===== config.mk =====
export PLATFORM = sky130hd
export DESIGN_NAME = tour_cmd
export DESIGN_NICKNAME = d
export VERILOG_FILES = /design/src/rtl/tour_pkg.sv /design/src/rtl/tour_move_decode.sv /design/src/rtl/tour_cmd.sv
export SDC_FILE = /design/constraint.sdc
export NUM_CORES = 1
export LEC_CHECK = 0
export CAP_MARGIN = 10
export CORE_ASPECT_RATIO = 1.2
export CORE_MARGIN = 2
export CORE_UTILIZATION = 37
export DETAILED_ROUTE_END_ITERATION = 12
export GPL_TIMING_DRIVEN = 0
export PLACE_DENSITY = 0.8
export SLEW_MARGIN = 20
export SYNTH_ARGS = -nofsm -noshare
export SYNTH_HDL_FRONTEND = slang
export SYNTH_SLANG_ARGS = --single-unit

===== constraint.sdc =====
create_clock -name clk -period 2.2 [get_ports clk]
set_clock_uncertainty 0.15 [all_clocks]
set_input_delay 0.22 -clock clk [delete_from_list [all_inputs] [get_ports clk]]
set_output_delay 0.22 -clock clk [all_outputs]
set_load 0.02 [all_outputs]

===== src/rtl/tour_pkg.sv =====
// rtl/tour_pkg.sv - shared constants, state type and command packing for the tour replayer
package tour_pkg;

  // Command opcodes
  localparam logic [3:0] OP_MOVE         = 4'h2;
  localparam logic [3:0] OP_MOVE_FANFARE = 4'h3;

  // Robot headings
  localparam logic [7:0] HDG_N = 8'h00;
  localparam logic [7:0] HDG_W = 8'h3F;
  localparam logic [7:0] HDG_S = 8'h7F;
  localparam logic [7:0] HDG_E = 8'hBF;

  // Response bytes
  localparam logic [7:0] ACK_DONE = 8'hA5;
  localparam logic [7:0] ACK_POS  = 8'h5A;

  // Bit index of each knight move in the one-hot move byte, named by (dx,dy)
  localparam int MV_P1_P2 = 0;  // (+1,+2)
  localparam int MV_M1_P2 = 1;  // (-1,+2)
  localparam int MV_M2_P1 = 2;  // (-2,+1)
  localparam int MV_M2_M1 = 3;  // (-2,-1)
  localparam int MV_M1_M2 = 4;  // (-1,-2)
  localparam int MV_P1_M2 = 5;  // (+1,-2)
  localparam int MV_P2_M1 = 6;  // (+2,-1)
  localparam int MV_P2_P1 = 7;  // (+2,+1)

  typedef enum logic [2:0] {
    ST_IDLE,
    ST_VERT,
    ST_HOLDV,
    ST_HORZ,
    ST_HOLDH
  } state_t;

  // Pack a command word as {opcode, heading, squares}
  function automatic logic [15:0] mk_cmd(input logic [3:0] op,
                                         input logic [7:0] hdg,
                                         input logic [3:0] sq);
    return {op, hdg, sq};
  endfunction

endpackage


===== src/rtl/tour_move_decode.sv =====
// rtl/tour_move_decode.sv - split a one-hot knight move into vertical and horizontal commands
module tour_move_decode
  import tour_pkg::*;
(
  input  logic [7:0]  move_i,
  output logic [15:0] vert_cmd_o,
  output logic [15:0] horz_cmd_o
);

  logic [7:0] v_hdg, h_hdg;
  logic [3:0] v_sq, h_sq;

  // Leg heading/length per move; anything not exactly one-hot becomes a zero-length north move
  always_comb begin
    v_hdg = HDG_N;
    v_sq  = 4'd0;
    h_hdg = HDG_N;
    h_sq  = 4'd0;
    case (move_i)
      8'(1 << MV_P1_P2): begin v_hdg = HDG_N; v_sq = 4'd2; h_hdg = HDG_E; h_sq = 4'd1; end
      8'(1 << MV_M1_P2): begin v_hdg = HDG_N; v_sq = 4'd2; h_hdg = HDG_W; h_sq = 4'd1; end
      8'(1 << MV_M2_P1): begin v_hdg = HDG_N; v_sq = 4'd1; h_hdg = HDG_W; h_sq = 4'd2; end
      8'(1 << MV_M2_M1): begin v_hdg = HDG_S; v_sq = 4'd1; h_hdg = HDG_W; h_sq = 4'd2; end
      8'(1 << MV_M1_M2): begin v_hdg = HDG_S; v_sq = 4'd2; h_hdg = HDG_W; h_sq = 4'd1; end
      8'(1 << MV_P1_M2): begin v_hdg = HDG_S; v_sq = 4'd2; h_hdg = HDG_E; h_sq = 4'd1; end
      8'(1 << MV_P2_M1): begin v_hdg = HDG_S; v_sq = 4'd1; h_hdg = HDG_E; h_sq = 4'd2; end
      8'(1 << MV_P2_P1): begin v_hdg = HDG_N; v_sq = 4'd1; h_hdg = HDG_E; h_sq = 4'd2; end
      default: ;
    endcase
  end

  assign vert_cmd_o = mk_cmd(OP_MOVE, v_hdg, v_sq);
  assign horz_cmd_o = mk_cmd(OP_MOVE_FANFARE, h_hdg, h_sq);

endmodule


===== src/rtl/tour_cmd.sv =====
// rtl/tour_cmd.sv - replays stored knight moves as vertical/horizontal robot commands, UART mux when idle
module tour_cmd
  import tour_pkg::*;
#(
  parameter int NUM_MOVES = 24
) (
  input  logic        clk,
  input  logic        rst_n,
  input  logic        start_tour,
  input  logic [7:0]  move,
  output logic [4:0]  mv_indx,
  input  logic [15:0] cmd_UART,
  input  logic        cmd_rdy_UART,
  output logic [15:0] cmd,
  output logic        cmd_rdy,
  input  logic        clr_cmd_rdy,
  input  logic        send_resp,
  output logic [7:0]  resp
);

  localparam logic [4:0] LAST_IDX = 5'(NUM_MOVES - 1);

  state_t     state_q, state_d;
  logic [4:0] mv_indx_q, mv_indx_d;
  logic [15:0] vert_cmd, horz_cmd;

  tour_move_decode u_decode (
    .move_i     (move),
    .vert_cmd_o (vert_cmd),
    .horz_cmd_o (horz_cmd)
  );

  // State and move index registers
  always_ff @(posedge clk or negedge rst_n) begin
    if (!rst_n) begin
      state_q   <= ST_IDLE;
      mv_indx_q <= 5'd0;
    end else begin
      state_q   <= state_d;
      mv_indx_q <= mv_indx_d;
    end
  end

  // Next state, index update and command/response muxing
  always_comb begin
    state_d   = state_q;
    mv_indx_d = mv_indx_q;
    cmd       = cmd_UART;
    cmd_rdy   = cmd_rdy_UART;
    resp      = ACK_POS;
    unique case (state_q)
      ST_IDLE: begin
        resp = ACK_DONE;
        if (start_tour) begin
          mv_indx_d = 5'd0;
          state_d   = ST_VERT;
        end
      end
      ST_VERT: begin
        cmd     = vert_cmd;
        cmd_rdy = 1'b1;
        // A send_resp arriving with clr is dropped; only the accept counts here
        if (clr_cmd_rdy) state_d = ST_HOLDV;
      end
      ST_HOLDV: begin
        cmd     = vert_cmd;
        cmd_rdy = 1'b0;
        if (send_resp) state_d = ST_HORZ;
      end
      ST_HORZ: begin
        cmd     = horz_cmd;
        cmd_rdy = 1'b1;
        if (clr_cmd_rdy) state_d = ST_HOLDH;
      end
      ST_HOLDH: begin
        cmd     = horz_cmd;
        cmd_rdy = 1'b0;
        if (mv_indx_q == LAST_IDX) begin
          resp = ACK_DONE;
          if (send_resp) state_d = ST_IDLE;
        end else if (send_resp) begin
          mv_indx_d = mv_indx_q + 5'd1;
          state_d   = ST_VERT;
        end
      end
      default: state_d = ST_IDLE;
    endcase
  end

  assign mv_indx = mv_indx_q;

endmodule


==> metrics.txt <==
status=completed; Die Ht=60.7 um; Synth Area per Inst=7.85 um^2; TritonCTS clock tree=done; total wire length=3220 um; die footprint=0.00311 mm^2; Post-Syn Nets=157; final cell count without fillers=220; crit path to=cmd[5]; final hold vios=0; post-synthesis adder-cell area fraction=1.26%; Register Area=203 um^2; crit path from=state_q[0]; CTS H-tree depth=1; RePlAce Congestion=0.777; half-perimeter wire length after placement=2490 um; first-pass GRT wire length=5270 um; CP peak stage delay=0.44 ns; Layout Nets=220; Synth Warn #=0; Worst VDD drop=1.01 mV; Initial Utilization=39.2%; DRC Markers=0; crit path kind=flip-flop to output pin; placed cell count=215; post-synthesis mux area share=1.14%; Cell Area, Synth=990 um^2; Via density=5.39; largest net degree at the start of global routing=11; R2R Path End=mv_indx[1]; Synth Area in XOR/XNOR=8.85%; Fillers=223; 1st-iter DRT viols=33; largest family of logic cells by synthesized area=simple AND/OR/NAND/NOR gates; Pwr Total=2.00 mW; post-route ant nets=0; final slew viol count=0; LEAKAGE=0.760 nW; Area Overhead vs Synth=69.8%; Least-Margin Pin Slew=0.404 ns; First-pass DRT Iterations=4; minimum clock period=2.16 ns; Port Buffers=56; number of global-route vias before repair=1197; Compound-Gate Fraction of Synth Area=25.2%; Site Rows=20; Reg2Reg Setup Slack=0.30 ns; CP max stage cell=dfrtp_2; RSZ-0062 raised after global routing=yes; All-Layer GR Usage=21.8%; antenna cells=0; crit-path cells=buf_4 > xnor2_2 > nor2_1 > o2111ai_1 > nand3_2 > a21o_1 > buf_6; clk sinks=8; Worst EP required=1.83 ns; TritonCTS buffer count=3; post-route cell area=0.00168 mm^2; final cell utilization of the core=66.5%; die width=51.2 um; multi-input logic area=749 um^2; library cells used by synthesis=45; Mapped Cells=126; R2R Path Start=mv_indx[0]; startpoint types=flip-flop; FF-to-FF path depth=6; core area=0.00253 mm^2; PwrDens=1190 mW/mm^2; CTS max path bufs=2; Hold Path Class=primary input to async pin; vias post-DR=1186; routed len/inst=14.6 um; ys async rst share=100%; Slew HR=72.8%; Worst Path Max Fanout=10; share of post-route cells with drive strength above 1=27.8%; initial antenna violation count=0; final setup fails=0; Post-synth EDFFs=0; #FFs+latches synth=8; Worst-path clk slew=0.06 ns; DP Area=0.00159 mm^2; simple-gate share of the synthesized area=32.1%; total gr overflow=0; CP Capture Type=output pin; Arrival @ worst endpoint=1.79 ns; prevailing post-synth register cell=dfrtp_1; boundary pin count=60; Seq/Total Area, Yosys=20.2%; worst skew pair latency=0.25 ns; CTS root buf=clkbuf_4; number of max-cap violations=0; fin crit share=98.0%; Final TNS setup=0 ns; Fmax=464 MHz
[per-layer routing]
metal	global-route usage, %	part of all wire (%)	vias up
met5	0	0	-
met3	2.22	5.3	6
met4	7.52	2.0	0
met1	24.9	40	559
met2	42.1	53	45
li1	-	-	576
[critical path, delay by kind of cell (launching register included)]
| family | cells | cell delay (ns) |
|---|---|---|
| DFF | 1 | 0.44 |
| AOI/OAI and AO/OA | 2 | 0.35 |
| buffers and inverters | 2 | 0.32 |
| and+or+nand+nor | 2 | 0.25 |
| xor gates and xnor gates | 1 | 0.17 |
[power by group]
group          switching [mW]  total, mW  internal, mW
combinational           0.906       1.67         0.769
clock                  0.0484      0.111        0.0623
sequential             0.0410      0.218         0.177
total                   0.995       2.00          1.01
[layout make-up]
| type | instances | area share (%) |
|---|---|---|
| repair buffers | 60 | 32.1 |
| well taps | 33 | 2.46 |
| multi-input cells | 99 | 44.6 |
| inverters | 3 | 0.670 |
| plain buffers | 14 | 6.78 |
| clock buffers | 3 | 1.34 |
| flip-flops and latches | 8 | 12.1 |
[placed cells by master (no fill, tap or decap), drive strengths merged, types with 2 or more instances in the layout]
| master | count |
|---|---|
| inv | 3 |
| nor4b | 3 |
| and2 | 4 |
| buf | 24 |
| clkdlybuf4s50 | 27 |
| nor4 | 3 |
| o21ai | 6 |
| nor3 | 4 |
| nor2 | 10 |
| a21o | 6 |
| a32o | 2 |
| xor2 | 4 |
| o31ai | 3 |
| nor2b | 5 |
| nand4 | 2 |
| nand3 | 6 |
| dlygate4sd2 | 11 |
| clkdlybuf4s15 | 3 |
| nand2b | 5 |
| nand2 | 10 |
| clkbuf | 12 |
| xnor2 | 6 |
| dfrtp | 8 |
[timing repair]
| item | in CTS | in global routing |
|---|---|---|
| setup buffers | 4 | 0 |
| hold buffers | 0 | 0 |
| pin swaps | 3 | 3 |
| setup endpoints to repair | 25 | 19 |
| cloned | 0 | 0 |
| resized for setup | 85 | 24 |
| endpoints found under the hold margin | 0 | 0 |
[flip-flops by register name, summed over array words and instances, names as in the netlist]
signal and flops:
mv_indx 5, state_q 3
[worst min path at each step]
stage / endpoint / slack, ns / depth (start not counted) / start
3_3_place_gp: mv_indx[3] / 0.37 / 1 / rst_n
4_1_cts: mv_indx[0] / 0.12 / 1 / rst_n
2_1_floorplan: mv_indx[0] / -0.23 / 0 / rst_n
5_1_grt: state_q[2] / 0.12 / 1 / rst_n
6_report: state_q[2] / 0.11 / 1 / rst_n
3_5_place_dp: mv_indx[4] / 0.38 / 1 / rst_n
[metrics by stage]
step | hold WS (ns) | worst slack [ns]
global route | 0.118 | -0.0587
CTS | 0.118 | -0.0362
finish | 0.113 | 0.0431
detailed placement | 0.384 | -0.685
floorplan | -0.226 | 0.231
global placement | 0.373 | -0.613
[cell usage after synthesis (2+ instances only)]
| cell type | instances | area share [%] |
|---|---|---|
| nand2_1 | 10 | 3.8 |
| nor2_1 | 10 | 3.8 |
| dfrtp_1 | 8 | 20 |
| buf_4 | 7 | 5.3 |
| a21o_1 | 6 | 4.6 |
| xnor2_1 | 6 | 5.3 |
| buf_2 | 5 | 2.5 |
| nand2b_1 | 5 | 3.2 |
| nand3_1 | 5 | 2.5 |
| nor2b_1 | 5 | 3.2 |
| o21ai_0 | 5 | 2.5 |
| and2_1 | 4 | 2.5 |
| nor3_1 | 4 | 2.0 |
| xor2_1 | 4 | 3.5 |
| inv_1 | 3 | 1.1 |
| nor4_1 | 3 | 1.9 |
| nor4b_1 | 3 | 2.7 |
| o31ai_1 | 3 | 2.3 |
| a32o_1 | 2 | 2.0 |
| clkbuf_1 | 2 | 0.76 |
| nand4_1 | 2 | 1.3 |
[cells by family after synthesis]
group | Yosys count
XOR/XNOR | 10
adder cells (fa/ha/maj) | 1
multiplexers | 1
buffers and inverters | 19
AO/OA/AOI/OAI | 30
AND/OR/NAND/NOR | 57
flip-flops | 8
Power figures use the tool's default switching activity.
